[config.mk]
export PLATFORM = sky130hd
export DESIGN_NAME = ft245_dir_arbiter_flat
export DESIGN_NICKNAME = d
export VERILOG_FILES = /design/src/rtl/ft245_dir_arbiter_if.sv /design/src/rtl/ft245_dir_arbiter.sv /design/src/flat_wrapper.sv
export SDC_FILE = /design/constraint.sdc
export NUM_CORES = 1
export LEC_CHECK = 0
export CELL_PAD_IN_SITES_DETAIL_PLACEMENT = 0
export CELL_PAD_IN_SITES_GLOBAL_PLACEMENT = 1
export CORE_ASPECT_RATIO = 1.2
export CORE_UTILIZATION = 35
export CTS_BUF_LIST = sky130_fd_sc_hd__clkbuf_8
export CTS_CLUSTER_DIAMETER = 150
export DETAILED_ROUTE_END_ITERATION = 16
export PLACE_DENSITY_LB_ADDON = 0.1
export SYNTH_ARGS = -nofsm -noshare
export SYNTH_HDL_FRONTEND = slang
export SYNTH_SLANG_ARGS = --single-unit
[constraint.sdc]
create_clock -name clk -period 2 [get_ports clk]
set_input_delay 0.3 -clock clk [delete_from_list [all_inputs] [get_ports clk]]
set_output_delay 0.3 -clock clk [all_outputs]
set_load 0.02 [all_outputs]
[src/rtl/ft245_dir_arbiter_if.sv]
// ---------------------------------------------------------------------------
// ft245_dir_arbiter_if
// Groups the FT2232H handshake flags, the FIFO A/B flags and strobes, and the
// arbiter status outputs into one bundle.
//   master : drives en, rxf_n, txe_n, ffa, efb; observes everything else
//   slave  : the arbiter side (takes the flags, drives bus controls/status)
// Signals:
//   en        arbiter enable
//   rxf_n     FT2232H RXF#, low = USB data available
//   txe_n     FT2232H TXE#, low = room to transmit
//   ffa       FIFO A full
//   efb       FIFO B empty (first-word-fall-through)
//   oe_n      FT2232H OE#
//   rd_n      FT2232H RD#
//   wr_n      FT2232H WR#
//   drv       FPGA drives the shared data bus (1 = output)
//   wa        FIFO A write strobe
//   rb        FIFO B read strobe
//   busy      arbiter not idle
//   last_dir  direction of last granted burst (0 = RX, 1 = TX)
//   xfer_cnt  transfers done in the current/last burst
// ---------------------------------------------------------------------------
interface ft245_dir_arbiter_if #(
  parameter int CNT_W = 7
);
  logic             en;
  logic             rxf_n;
  logic             txe_n;
  logic             ffa;
  logic             efb;
  logic             oe_n;
  logic             rd_n;
  logic             wr_n;
  logic             drv;
  logic             wa;
  logic             rb;
  logic             busy;
  logic             last_dir;
  logic [CNT_W-1:0] xfer_cnt;

  modport master (
    output en, rxf_n, txe_n, ffa, efb,
    input  oe_n, rd_n, wr_n, drv, wa, rb, busy, last_dir, xfer_cnt
  );

  modport slave (
    input  en, rxf_n, txe_n, ffa, efb,
    output oe_n, rd_n, wr_n, drv, wa, rb, busy, last_dir, xfer_cnt
  );
endinterface

[src/rtl/ft245_dir_arbiter.sv]
// ---------------------------------------------------------------------------
// ft245_dir_arbiter
// Shares the single bidirectional FT2232H data bus between the RX path
// (USB host -> FIFO A) and the TX path (FIFO B -> USB host). Grants the bus
// in bursts of at most BURST_MAX transfers, alternates direction when both
// sides request, and inserts TURN_CYC idle cycles after every burst so the
// bus driver can turn around.
// Ports:
//   clk    FT2232H CLKOUT, single clock domain
//   rst_n  asynchronous active-low reset
//   bus    ft245_dir_arbiter_if.slave (flags in; RD#/OE#/WR#, drv,
//          FIFO strobes and status out)
// Parameters:
//   BURST_MAX  max transfers per grant (>= 2)
//   CNT_W      burst counter width, 2**CNT_W > BURST_MAX
//   TURN_CYC   idle cycles after every burst (>= 1)
// ---------------------------------------------------------------------------
module ft245_dir_arbiter #(
  parameter int BURST_MAX = 64,
  parameter int CNT_W     = 7,
  parameter int TURN_CYC  = 2
) (
  input  logic                 clk,
  input  logic                 rst_n,
  ft245_dir_arbiter_if.slave   bus
);

  localparam logic [2:0] S_IDLE   = 3'd0;
  localparam logic [2:0] S_RX_OE  = 3'd1;
  localparam logic [2:0] S_RX     = 3'd2;
  localparam logic [2:0] S_TX_DRV = 3'd3;
  localparam logic [2:0] S_TX     = 3'd4;
  localparam logic [2:0] S_TURN   = 3'd5;

  localparam int               TURN_W    = (TURN_CYC > 1) ? $clog2(TURN_CYC) : 1;
  localparam logic [TURN_W-1:0] TURN_LAST = TURN_W'(TURN_CYC - 1);
  localparam logic [CNT_W-1:0]  CNT_LAST  = CNT_W'(BURST_MAX - 1);

  logic [2:0]        state;
  logic              last_dir;
  logic [CNT_W-1:0]  xfer_cnt;
  logic [TURN_W-1:0] turn_cnt;

  logic rx_req;
  logic tx_req;
  logic wa;
  logic rb;

  assign rx_req = !bus.rxf_n && !bus.ffa;
  assign tx_req = !bus.txe_n && !bus.efb;

  // Strobes are combinational from the flags so they drop in the very cycle
  // a FIFO flag rises or the FT2232H withdraws RXF#/TXE#. They are not gated
  // by en: the transfer in the exit cycle still completes.
  assign wa = (state == S_RX) && rx_req;
  assign rb = (state == S_TX) && tx_req;

  assign bus.wa       = wa;
  assign bus.rb       = rb;
  assign bus.rd_n     = !wa;
  assign bus.wr_n     = !rb;
  // OE# and drv are pure state decodes, so they can never overlap.
  assign bus.oe_n     = !((state == S_RX_OE) || (state == S_RX));
  assign bus.drv      = (state == S_TX_DRV) || (state == S_TX);
  assign bus.busy     = (state != S_IDLE);
  assign bus.last_dir = last_dir;
  assign bus.xfer_cnt = xfer_cnt;

  // NOTE: state registers use non-blocking assignments so every flop samples
  // pre-edge values regardless of statement order.
  always_ff @(posedge clk or negedge rst_n) begin
    if (!rst_n) begin
      state    <= S_IDLE;
      last_dir <= 1'b1;  // RX wins the first contested grant
      xfer_cnt <= '0;
      turn_cnt <= '0;
    end else begin
      case (state)
        S_IDLE: begin
          if (bus.en) begin
            // Contested grant goes to the direction not served last time.
            if (rx_req && (!tx_req || last_dir)) begin
              state    <= S_RX_OE;
              last_dir <= 1'b0;
              xfer_cnt <= '0;
            end else if (tx_req) begin
              state    <= S_TX_DRV;
              last_dir <= 1'b1;
              xfer_cnt <= '0;
            end
          end
        end

        S_RX_OE:  state <= S_RX;

        S_RX: begin
          if (wa) xfer_cnt <= xfer_cnt + CNT_W'(1);
          if ((wa && (xfer_cnt == CNT_LAST)) || bus.rxf_n || bus.ffa || !bus.en) begin
            state    <= S_TURN;
            turn_cnt <= '0;
          end
        end

        S_TX_DRV: state <= S_TX;

        S_TX: begin
          if (rb) xfer_cnt <= xfer_cnt + CNT_W'(1);
          if ((rb && (xfer_cnt == CNT_LAST)) || bus.txe_n || bus.efb || !bus.en) begin
            state    <= S_TURN;
            turn_cnt <= '0;
          end
        end

        S_TURN: begin
          if (turn_cnt == TURN_LAST) state    <= S_IDLE;
          else                       turn_cnt <= turn_cnt + TURN_W'(1);
        end

        default: state <= S_IDLE;
      endcase
    end
  end

endmodule
[src/flat_wrapper.sv]
// flat-port wrapper written by rule: the top's interface ports become plain ports
module ft245_dir_arbiter_flat 
#(
  parameter int BURST_MAX = 64,
  parameter int CNT_W     = 7,
  parameter int TURN_CYC  = 2
)
  (clk, rst_n, bus_en, bus_rxf_n, bus_txe_n, bus_ffa, bus_efb, bus_oe_n, bus_rd_n, bus_wr_n, bus_drv, bus_wa, bus_rb, bus_busy, bus_last_dir, bus_xfer_cnt);
  ft245_dir_arbiter_if #(.CNT_W(CNT_W)) bus_i ();
  input  logic clk;
  input  logic rst_n;
  input wire logic [$bits(bus_i.en)-1:0] bus_en;
  input wire logic [$bits(bus_i.rxf_n)-1:0] bus_rxf_n;
  input wire logic [$bits(bus_i.txe_n)-1:0] bus_txe_n;
  input wire logic [$bits(bus_i.ffa)-1:0] bus_ffa;
  input wire logic [$bits(bus_i.efb)-1:0] bus_efb;
  output wire logic [$bits(bus_i.oe_n)-1:0] bus_oe_n;
  output wire logic [$bits(bus_i.rd_n)-1:0] bus_rd_n;
  output wire logic [$bits(bus_i.wr_n)-1:0] bus_wr_n;
  output wire logic [$bits(bus_i.drv)-1:0] bus_drv;
  output wire logic [$bits(bus_i.wa)-1:0] bus_wa;
  output wire logic [$bits(bus_i.rb)-1:0] bus_rb;
  output wire logic [$bits(bus_i.busy)-1:0] bus_busy;
  output wire logic [$bits(bus_i.last_dir)-1:0] bus_last_dir;
  output wire logic [$bits(bus_i.xfer_cnt)-1:0] bus_xfer_cnt;
  assign bus_i.en = bus_en;
  assign bus_i.rxf_n = bus_rxf_n;
  assign bus_i.txe_n = bus_txe_n;
  assign bus_i.ffa = bus_ffa;
  assign bus_i.efb = bus_efb;
  assign bus_oe_n = bus_i.oe_n;
  assign bus_rd_n = bus_i.rd_n;
  assign bus_wr_n = bus_i.wr_n;
  assign bus_drv = bus_i.drv;
  assign bus_wa = bus_i.wa;
  assign bus_rb = bus_i.rb;
  assign bus_busy = bus_i.busy;
  assign bus_last_dir = bus_i.last_dir;
  assign bus_xfer_cnt = bus_i.xfer_cnt;
  ft245_dir_arbiter #(.BURST_MAX(BURST_MAX), .CNT_W(CNT_W), .TURN_CYC(TURN_CYC)) u_core (.clk(clk), .rst_n(rst_n), .bus(bus_i));
endmodule
==> flow_metrics.tcl <==
set metrics [dict create \
    status "complete, no violations" \
    netlist.area_leader.share_pct 35.1 \
    cts_setup_buffers 0 \
    cts.sinks 12 \
    routabilityCongestion 0.745 \
    antenna_found_initial 0 \
    fin_util_pct 55.0 \
    worstSetupPathType "in -> out" \
    end_kind "output port" \
    grt_pass1_wl_um 3260 \
    die_width_um 45.2 \
    ioPinCount 22 \
    wl_um 1920 \
    instances_no_fill 155 \
    setup_ws_ns 0.148 \
    grt_pass1_vias 772 \
    max_cap_viol_count 0 \
    wl_per_cell_um 12.4 \
    fmax_mhz 540 \
    required_ns 1.70 \
    nets 134 \
    cts_root_buffer "clkbuf_8" \
    drt_pre_antenna_iters 4 \
    cts-buffers-inserted 3 \
    power.density_nw_per_um2 1620 \
    hold_viol 0 \
    grt_usage_pct 18.5 \
    slew_viol_final 0 \
    antenna_left 0 \
    ys_seq_area_share_pct 38.4 \
    start_kind "input port" \
    grt_setup_unrepaired "false" \
    clock_path_buffers 2 \
    drcViolationCount 0 \
    yosys_warnings 0 \
    clkTransAtPathRegs_ns 0.06 \
    syn_nets 101 \
    dieArea_um2 2440 \
    gr-total-overflow 0 \
    route.vias.total 813 \
    setup_violations 0 \
    post-place-ws_ns -0.140 \
    yosys_register_bits 12 \
    vdd_drop_max_uv 754 \
    antennaDiodeCount 0 \
    layout_min_cycle_time_ns 1.85 \
    synth_area_leader_cell "dfrtp_1" \
    tritoncts "yes" \
    h-tree-depth 1 \
    place_inst 151 \
    synthTopCellsByArea "dfrtp_1, o21ai_0, nand2_1" \
    nFillCells 216 \
    leakagePower_nw 0.504 \
    min_path_type "in -> async" \
    drtIter0Drc 12 \
    worstPathMaxFanout 3 \
    worst_pin_slew_ns 0.568 \
    drive_gt1_share_pct 17.6 \
    netlist_area_um2 785 \
    vias_per_cell 5.25 \
    synthCells 93 \
    finalCritPeriodShare_pct 92.6 \
    skew_ns 0.00457 \
    die_h_um 53.9 \
    hpwl_um 1530 \
    slew_headroom_pct 62.0 \
    clkLatencyLatePin_ns 0.24 \
    syn_area_per_cell_um2 8.44 \
    floorplan.initialDensity_pct 37.5 \
    core_um2 2090 \
    grt_max_degree 17 \
    arrival_ns 1.55 \
    rows 18 \
    syn_to_final_growth_pct 46.7 \
    synthDistinctLibCells 38 \
    portBuffers 21 \
]
==> worst max-delay path, stage by stage <==
cell	delay (ns)
clkdlybuf4s50_1	0.44
nor4_2	0.30
nand2_1	0.13
inv_1	0.06
dlygate4sd2_1	0.32
==> cells by family after synthesis <==
family / Yosys count / synth area share [%]
xor+xnor: 2 / 2.23
compound gates: 29 / 24.9
fa+ha+maj: 1 / 1.59
simple gates: 36 / 26.3
flops: 12 / 38.4
buf+inv: 13 / 6.54
==> repair_timing <==
action | CTS | global route
pin swaps | 0 | 0
resized for setup | 6 | 1
endpoints found under the setup margin | 6 | 1
hold buffers | 0 | 0
==> synth_stat cells <==
cell type,n
a21boi_0,1
a21oi_1,3
a221o_1,1
a22o_2,1
a22oi_1,1
a311oi_1,1
a31oi_1,3
and3_1,2
and3_4,1
buf_1,1
buf_2,2
clkbuf_1,2
dfrtp_1,11
dfstp_2,1
ha_1,1
inv_1,8
nand2_1,10
nand2b_1,3
nand3_1,3
nor2_1,7
nor3_1,1
nor3b_1,1
nor4_1,2
nor4_2,1
nor4_4,1
o211ai_1,4
o21a_1,1
o21ai_0,8
o21ai_1,1
o2bb2ai_1,1
o311ai_0,1
o31ai_1,1
o32a_1,1
or2_2,1
or3_1,2
or4_1,1
xnor2_1,1
xor2_1,1
==> flip-flops by register name, indices dropped and copies added, names as in the netlist <==
signal               cells
u_core.state             3
u_core.turn_cnt          1
u_core.bus.xfer_cnt      7
u_core.bus.last_dir      1
==> routing by layer <==
layer  share of wire, %  global-route usage (%)  vias to the layer above
met5                  0                       0                        -
li1                   -                       -                      402
met4               0.57                    7.58                        0
met1                 42                    20.7                      388
met3                3.3                    2.01                        2
met2                 54                    35.0                       21
==> report_power, final <==
part | total (mW) | leakage [nW] | internal, mW | switching [mW]
Clock | 0.263 | 0.0288 | 0.174 | 0.0888
Sequential | 0.516 | 0.143 | 0.374 | 0.142
Combinational | 1.08 | 0.332 | 0.499 | 0.582
==> cell type report <==
cell class	count	area, um2	area share (%)
Tap cell	30	37.5	3.26
Sequential cell	12	302	26.2
Timing Repair Buffer	33	295	25.7
Clock buffer	4	55.1	4.78
Inverter	8	30.0	2.61
Multi-Input combinational cell	68	432	37.5
==> per-stage QoR <==
step           setup TNS [ns]  power [mW]  hold slack (ns)  area, um2
2_1_floorplan               0        1.16          0.00441        785
3_3_place_gp           -0.235        1.62            0.505       1100
3_5_place_dp           -0.221        1.64            0.538       1100
4_1_cts                     0        1.89            0.445       1150
5_1_grt                     0        2.01            0.492       1150
6_report                    0        1.86            0.426       1150
==> final timing paths <==
check	startpoint	to	slack, ns	cells past startpoint
worst max-delay path	bus_efb	bus_rb	0.15	5
worst min-delay path	rst_n	u_core.bus.xfer_cnt[4]$_DFFE_PN0P_	0.43	1
worst max register to register	u_core.bus.xfer_cnt[0]$_DFFE_PN0P_	u_core.turn_cnt$_DFFE_PN0P_	0.28	5
worst min register to register	u_core.bus.last_dir$_DFFE_PN1P_	u_core.bus.last_dir$_DFFE_PN1P_	0.54	1
max in group asynchronous	rst_n	u_core.bus.last_dir$_DFFE_PN1P_	1.20	1
min in group clk	u_core.bus.last_dir$_DFFE_PN1P_	u_core.bus.last_dir$_DFFE_PN1P_	0.54	1
==> placed cells by master, fill, tap and decap left out, drive strengths merged, types with 2 or more instances in the layout <==
cell | Yosys | final
nand2b | 3 | 3
nand2 | 10 | 10
nand3 | 3 | 3
dlygate4sd2 | 0 | 6
a31oi | 3 | 3
o211ai | 4 | 4
o21ai | 9 | 9
nor2 | 7 | 7
nor4 | 4 | 4
inv | 8 | 8
clkdlybuf4s50 | 0 | 14
or3 | 2 | 2
and3 | 3 | 3
clkbuf | 2 | 4
dfrtp | 11 | 11
buf | 3 | 12
a21oi | 3 | 3
Power figures use the tool's default switching activity.
